File: src/rtl/if1_pkg.sv
`default_nettype none
// ============================================================================
// Module      : if1_pkg
// Description : Shared constants and packet type for the IF1 fetch buffer.
// Revision    : 1.0 - initial release
// ============================================================================
package if1_pkg;

    localparam logic [31:0] INST_NOP          = 32'h0340_0000;
    localparam int          c_excp_w_def      = 7;
    // Packet storage is sized for the widest configuration; narrower
    // instances leave the upper bits at zero.
    localparam int          c_max_fetch_width = 8;
    localparam int          c_max_excp_w      = 16;

    typedef struct packed {
        logic [31:0]                    pc;
        logic [32*c_max_fetch_width-1:0] inst;
        logic [c_max_fetch_width-1:0]   slot_valid;
        logic [c_max_excp_w-1:0]        exception;
        logic [1:0]                     excp_flag;
        logic [31:0]                    badv;
    } fetch_pkt_t;

    typedef enum logic [1:0] {
        ST_EMPTY = 2'd0,
        ST_ONE   = 2'd1,
        ST_TWO   = 2'd2
    } buf_state_t;

endpackage
`default_nettype wire

File: src/rtl/if1_align.sv
`default_nettype none
// ============================================================================
// Module      : if1_align
// Description : Combinational PC-offset slot mask, NOP fill and exception
//               one-hot for one ICache line.
// Revision    : 1.0 - initial release
// ============================================================================
module if1_align
    import if1_pkg::*;
#(
    parameter int FETCH_WIDTH = 2,
    parameter int EXCP_W      = c_excp_w_def
) (
    input  logic [31:0]              i_pc,
    input  logic [32*FETCH_WIDTH-1:0] i_rdata,
    input  logic [EXCP_W-1:0]        i_exception,
    input  logic [1:0]               i_excp_flag,
    output logic [32*FETCH_WIDTH-1:0] o_inst,
    output logic [FETCH_WIDTH-1:0]   o_slot_valid
);

    localparam int c_off_w = (FETCH_WIDTH > 1) ? $clog2(FETCH_WIDTH) : 1;

    logic [c_off_w-1:0] w_off;
    logic               w_excp;
    logic               w_unused_pc;

    generate
        if (FETCH_WIDTH > 1) begin : g_off_multi
            assign w_off = i_pc[2 +: c_off_w];
        end else begin : g_off_single
            assign w_off = '0;
        end
    endgenerate

    assign w_excp      = (i_exception != '0) || (i_excp_flag != 2'b00);
    assign w_unused_pc = ^i_pc;

    // A faulting fetch carries no usable instructions; only the slot the PC
    // points at stays valid so the exception has a single owner.
    always_comb begin
        o_inst       = '0;
        o_slot_valid = '0;
        for (int i = 0; i < FETCH_WIDTH; i++) begin
            if (w_excp) begin
                o_slot_valid[i]    = (i == int'(w_off));
                o_inst[32*i +: 32] = INST_NOP;
            end else begin
                o_slot_valid[i]    = (i >= int'(w_off));
                o_inst[32*i +: 32] = (i >= int'(w_off)) ? i_rdata[32*i +: 32] : INST_NOP;
            end
        end
    end

endmodule
`default_nettype wire

File: src/rtl/if1_fetch_buf.sv
`default_nettype none
// ============================================================================
// Module      : if1_fetch_buf
// Description : IF1 fetch buffer; aligns ICache lines and holds them in a
//               two-entry registered skid buffer with flush.
// Revision    : 1.0 - initial release
// ============================================================================
module if1_fetch_buf
    import if1_pkg::*;
#(
    parameter int FETCH_WIDTH = 2,
    parameter int EXCP_W      = c_excp_w_def
) (
    input  logic                     clk,
    input  logic                     rst,
    input  logic                     flush,
    input  logic                     in_valid,
    output logic                     in_ready,
    input  logic [31:0]              in_pc,
    input  logic [32*FETCH_WIDTH-1:0] in_rdata,
    input  logic [EXCP_W-1:0]        in_exception,
    input  logic [1:0]               in_excp_flag,
    input  logic [31:0]              in_badv,
    output logic                     out_valid,
    input  logic                     out_ready,
    output logic [31:0]              out_pc,
    output logic [32*FETCH_WIDTH-1:0] out_inst,
    output logic [FETCH_WIDTH-1:0]   out_slot_valid,
    output logic [EXCP_W-1:0]        out_exception,
    output logic [1:0]               out_excp_flag,
    output logic [31:0]              out_badv
);

    logic [32*FETCH_WIDTH-1:0] w_align_inst;
    logic [FETCH_WIDTH-1:0]    w_align_valid;
    fetch_pkt_t                w_in_pkt;
    logic                      w_in_xfer;
    logic                      w_out_xfer;
    logic                      w_unused_head;

    buf_state_t r_state;
    fetch_pkt_t r_head;
    fetch_pkt_t r_skid;
    logic       r_out_valid;
    logic       r_in_ready;

    if1_align #(
        .FETCH_WIDTH (FETCH_WIDTH),
        .EXCP_W      (EXCP_W)
    ) u_align (
        .i_pc         (in_pc),
        .i_rdata      (in_rdata),
        .i_exception  (in_exception),
        .i_excp_flag  (in_excp_flag),
        .o_inst       (w_align_inst),
        .o_slot_valid (w_align_valid)
    );

    always_comb begin
        w_in_pkt                             = '0;
        w_in_pkt.pc                          = in_pc;
        w_in_pkt.inst[32*FETCH_WIDTH-1:0]    = w_align_inst;
        w_in_pkt.slot_valid[FETCH_WIDTH-1:0] = w_align_valid;
        w_in_pkt.exception[EXCP_W-1:0]       = in_exception;
        w_in_pkt.excp_flag                   = in_excp_flag;
        w_in_pkt.badv                        = in_badv;
    end

    assign w_in_xfer  = in_valid && r_in_ready;
    assign w_out_xfer = r_out_valid && out_ready;

    // Handshake flags are registered next to the state so neither port sees a
    // combinational path from the other side.
    always_ff @(posedge clk or posedge rst) begin
        if (rst) begin
            r_state     <= ST_EMPTY;
            r_head      <= '0;
            r_skid      <= '0;
            r_out_valid <= 1'b0;
            r_in_ready  <= 1'b1;
        end else if (flush) begin
            r_state     <= ST_EMPTY;
            r_out_valid <= 1'b0;
            r_in_ready  <= 1'b1;
        end else begin
            case (r_state)
                ST_EMPTY: begin
                    if (w_in_xfer) begin
                        r_head      <= w_in_pkt;
                        r_state     <= ST_ONE;
                        r_out_valid <= 1'b1;
                    end
                end
                ST_ONE: begin
                    if (w_in_xfer && !w_out_xfer) begin
                        r_skid     <= w_in_pkt;
                        r_state    <= ST_TWO;
                        r_in_ready <= 1'b0;
                    end else if (w_in_xfer && w_out_xfer) begin
                        r_head <= w_in_pkt;
                    end else if (w_out_xfer) begin
                        r_state     <= ST_EMPTY;
                        r_out_valid <= 1'b0;
                    end
                end
                ST_TWO: begin
                    if (w_out_xfer) begin
                        r_head     <= r_skid;
                        r_state    <= ST_ONE;
                        r_in_ready <= 1'b1;
                    end
                end
                default: begin
                    r_state     <= ST_EMPTY;
                    r_out_valid <= 1'b0;
                    r_in_ready  <= 1'b1;
                end
            endcase
        end
    end

    assign in_ready       = r_in_ready;
    assign out_valid      = r_out_valid;
    assign out_pc         = r_head.pc;
    assign out_inst       = r_head.inst[32*FETCH_WIDTH-1:0];
    assign out_slot_valid = r_head.slot_valid[FETCH_WIDTH-1:0];
    assign out_exception  = r_head.exception[EXCP_W-1:0];
    assign out_excp_flag  = r_head.excp_flag;
    assign out_badv       = r_head.badv;

    assign w_unused_head = ^{r_head.inst, r_head.slot_valid, r_head.exception};

endmodule
`default_nettype wire

File: config.mk
export PLATFORM = sky130hd
export DESIGN_NAME = if1_fetch_buf
export DESIGN_NICKNAME = d
export VERILOG_FILES = /design/src/rtl/if1_pkg.sv /design/src/rtl/if1_align.sv /design/src/rtl/if1_fetch_buf.sv
export SDC_FILE = /design/constraint.sdc
export NUM_CORES = 1
export LEC_CHECK = 0
export ABC_CLOCK_PERIOD_IN_PS = 17430
export CORE_MARGIN = 4
export CORE_UTILIZATION = 25
export CTS_BUF_LIST = sky130_fd_sc_hd__clkbuf_16
export DETAILED_ROUTE_END_ITERATION = 10
export GPL_TIMING_DRIVEN = 0
export PLACE_DENSITY = 0.42
export RECOVER_POWER = 25
export SLEW_MARGIN = 20
export SYNTH_ARGS = -nofsm -noshare
export SYNTH_HDL_FRONTEND = slang
export SYNTH_SLANG_ARGS = --single-unit
File: constraint.sdc
create_clock -name clk -period 17.43 [get_ports clk]
set_clock_uncertainty 0.05 [all_clocks]
set_input_delay 3.486 -clock clk [delete_from_list [all_inputs] [get_ports clk]]
set_output_delay 3.486 -clock clk [all_outputs]
set_load 0.05 [all_outputs]
==> out/metrics.csv <==
metric,value,unit
Port Buffer Count,281,
final wirelength,43900,µm
relative slew slack,-126,%
Ys Warns,0,
clock sinks,282,
CP Launch Type,primary input,
CTS H-tree depth,2,
CTS resizes,0,
Max-Cap Viols,2,
Overflow after GRT,0,
CTS Root Cell,clkbuf_16,
Final period util,50.3,%
Starting Density,25.3,%
drt initial violations,680,
final setup TNS,0,ps
ys flop type,dfrtp_1,
Post-synth EDFFs,0,
GPL Wtd Cong,0.758,
clk_lat worst skew,540,ps
final setup vio count,0,
post-cts hold buffer count,0,
CORE AREA,0.0467,mm²
Slew @ Worst Pin,3360,ps
first-pass GRT wire length,66200,µm
worst path required time,17340,ps
row count,79,
critical-path cell list,dlygate4sd3_1 > clkinvlp_2 > buf_16 > clkbuf_1,
endpoints failing hold,0,
area of the multi-input gates,0.00435,mm²
syn avg cell area,10.4,µm²
Yosys top cell area share,59.5,%
DR pass1 iterations,5,
Cell variety after synth,42,
die width,225,µm
"area leader, netlist",dfrtp_1,
# DRC,0,
crit-path max FO,90,
Final ANT Viol Nets,0,
"FFs w/ async S/R, synth",100,%
wire per inst,21.0,µm
Netlist Area Pre-Place,0.0118,mm²
crit-path max cell delay,2210,ps
#FFs+latches synth,282,
Post-DP HPWL,30400,µm
Die H,225,µm
initial antenna violation count,7,
Area Overhead vs Synth,40.2,%
outcome,finished with violations,
Total GRT Usage,16.9,%
maximum clock path buffer count,3,
Ports,283,
"Slowest-stage cell, CP",clkbuf_1,
register area share after synthesis,59.7,%
fin nets,1598,
clock slew at reported path FFs,60,ps
max-slew violation count,125,
syn nets,1275,
total power,2410,µW
Hold/Removal Path Class,register to register,
"top cells by area, synth","dfrtp_1 59%, o21ai_0 11%, nand2_1 7.1%",
overall die area,0.0508,mm²
maximum vdd drop,74.5,µV
cts bufs inserted,36,
fmax,114,MHz
DR vias/cell,4.82,
WP data arrival,8670,ps
FF+latch area,0.00706,mm²
PwrDens,145,mW/mm²
share of cells above drive strength 1,5.01,%
failing checks,"max-capacitance violations, max-slew violations",
Tmin final,8770,ps
"most common cell after layout, fill and taps aside",dfrtp_1,
detailed-route via count,10100,
"commonest non-fill, non-tap cells in the layout","281 x dfrtp_1, 280 x clkdlybuf4s50_1, 265 x o21ai_0, 225 x nand2_1, 78 x clkbuf_1",
static leakage,0.00742,µW
Post-CTS Setup Inserts,0,
RSZ-0062 raised after global routing,no,
crit end category,async pin,
largest net degree at the start of global routing,91,
vias in the first global route,10300,
clock tree from TritonCTS,done,
# fillers,4819,
Mapped Cells,1133,
critical path class,primary input to async pin,
## worst max-delay path, delay by kind of cell
family | cells | cell delay, ps
buffers and inverters | 4 | 5080
## power breakdown
part	leakage, µW	internal [µW]	switching (µW)
Sequential	0.00368	825	91.5
Combinational	0.00318	252	522
Clock	0.000561	425	293
## metal layers
metal	global-route usage [%]	vias to the layer above	wire length, µm	part of all wire (%)
li1	-	4694	-	-
met1	23.3	4999	20200	46
met2	25.6	304	19200	44
met3	5.67	61	3480	7.9
met4	4.58	8	930	2.1
met5	0	-	67	0.15
## synth_stat cells (5+ instances only)
cell        n
dfrtp_1   281
buf_2      13
nor2_1     10
o21ai_0   265
buf_1       9
clkbuf_1   77
nand2_1   225
nor3_1      5
o21ai_1     5
a22oi_1    29
a22o_1     61
a32oi_1    29
mux2i_1    73
## layout make-up
cell class	count	share of cell area, %
Sequential cell	282	42.6
Clock buffer	37	5.58
Clock inverter	22	1.02
Antenna cell	4	0.0604
Inverter	2	0.0528
Timing Repair Buffer	285	17.4
Buffer	102	2.48
Multi-Input combinational cell	747	26.3
Tap cell	607	4.58
## state kept, by name (all words and copies together), names as in the netlist
| name | count |
|---|---|
| out_pc | 32 |
| r_skid | 139 |
| out_valid | 1 |
| out_exception | 7 |
| out_slot_valid | 2 |
| r_state | 2 |
| out_inst | 64 |
| out_badv | 32 |
| out_excp_flag | 2 |
| in_ready | 1 |
## stage by stage
stage          cells  setup slack, ps  util [%]  hold WS [ps]  cell area (µm²)
5_1_grt         2085             7560      35.5           437            16600
2_1_floorplan   1133             6120         -           389            11800
4_1_cts         2084            11370      35.6           426            16600
3_3_place_gp    2021             1340      33.0           406            15400
6_report        2088             8660      35.5           422            16600
3_5_place_dp    2025            10820      33.2           411            15500
## logic make-up (layout without fill, tap and decap cells)
| kind of cell | Yosys count | after routing | share of synthesized area [%] |
|---|---|---|---|
| AND/OR/NAND/NOR | 266 | 266 | 9.41 |
| multiplexers | 73 | 73 | 6.18 |
| AO/OA/AOI/OAI | 408 | 408 | 21.2 |
| buffers and inverters | 104 | 448 | 3.53 |
| other | 0 | 4 | 0 |
| flip-flops | 282 | 282 | 59.7 |
## path summary, 6_finish.rpt
path                                end  cells past startpoint  slack, ps   startpoint
max in group clk              r_skid[2]                      9      11470    out_ready
hold reg to reg             r_skid[339]                      2        420  r_skid[339]
min in group asynchronous  out_inst[58]                      2       4340          rst
setup / recovery             r_skid[71]                      4       8660          rst
hold / removal              r_skid[339]                      2        420  r_skid[339]
setup reg to reg              r_skid[2]                      8      14510    out_valid
Power figures use the tool's default switching activity.
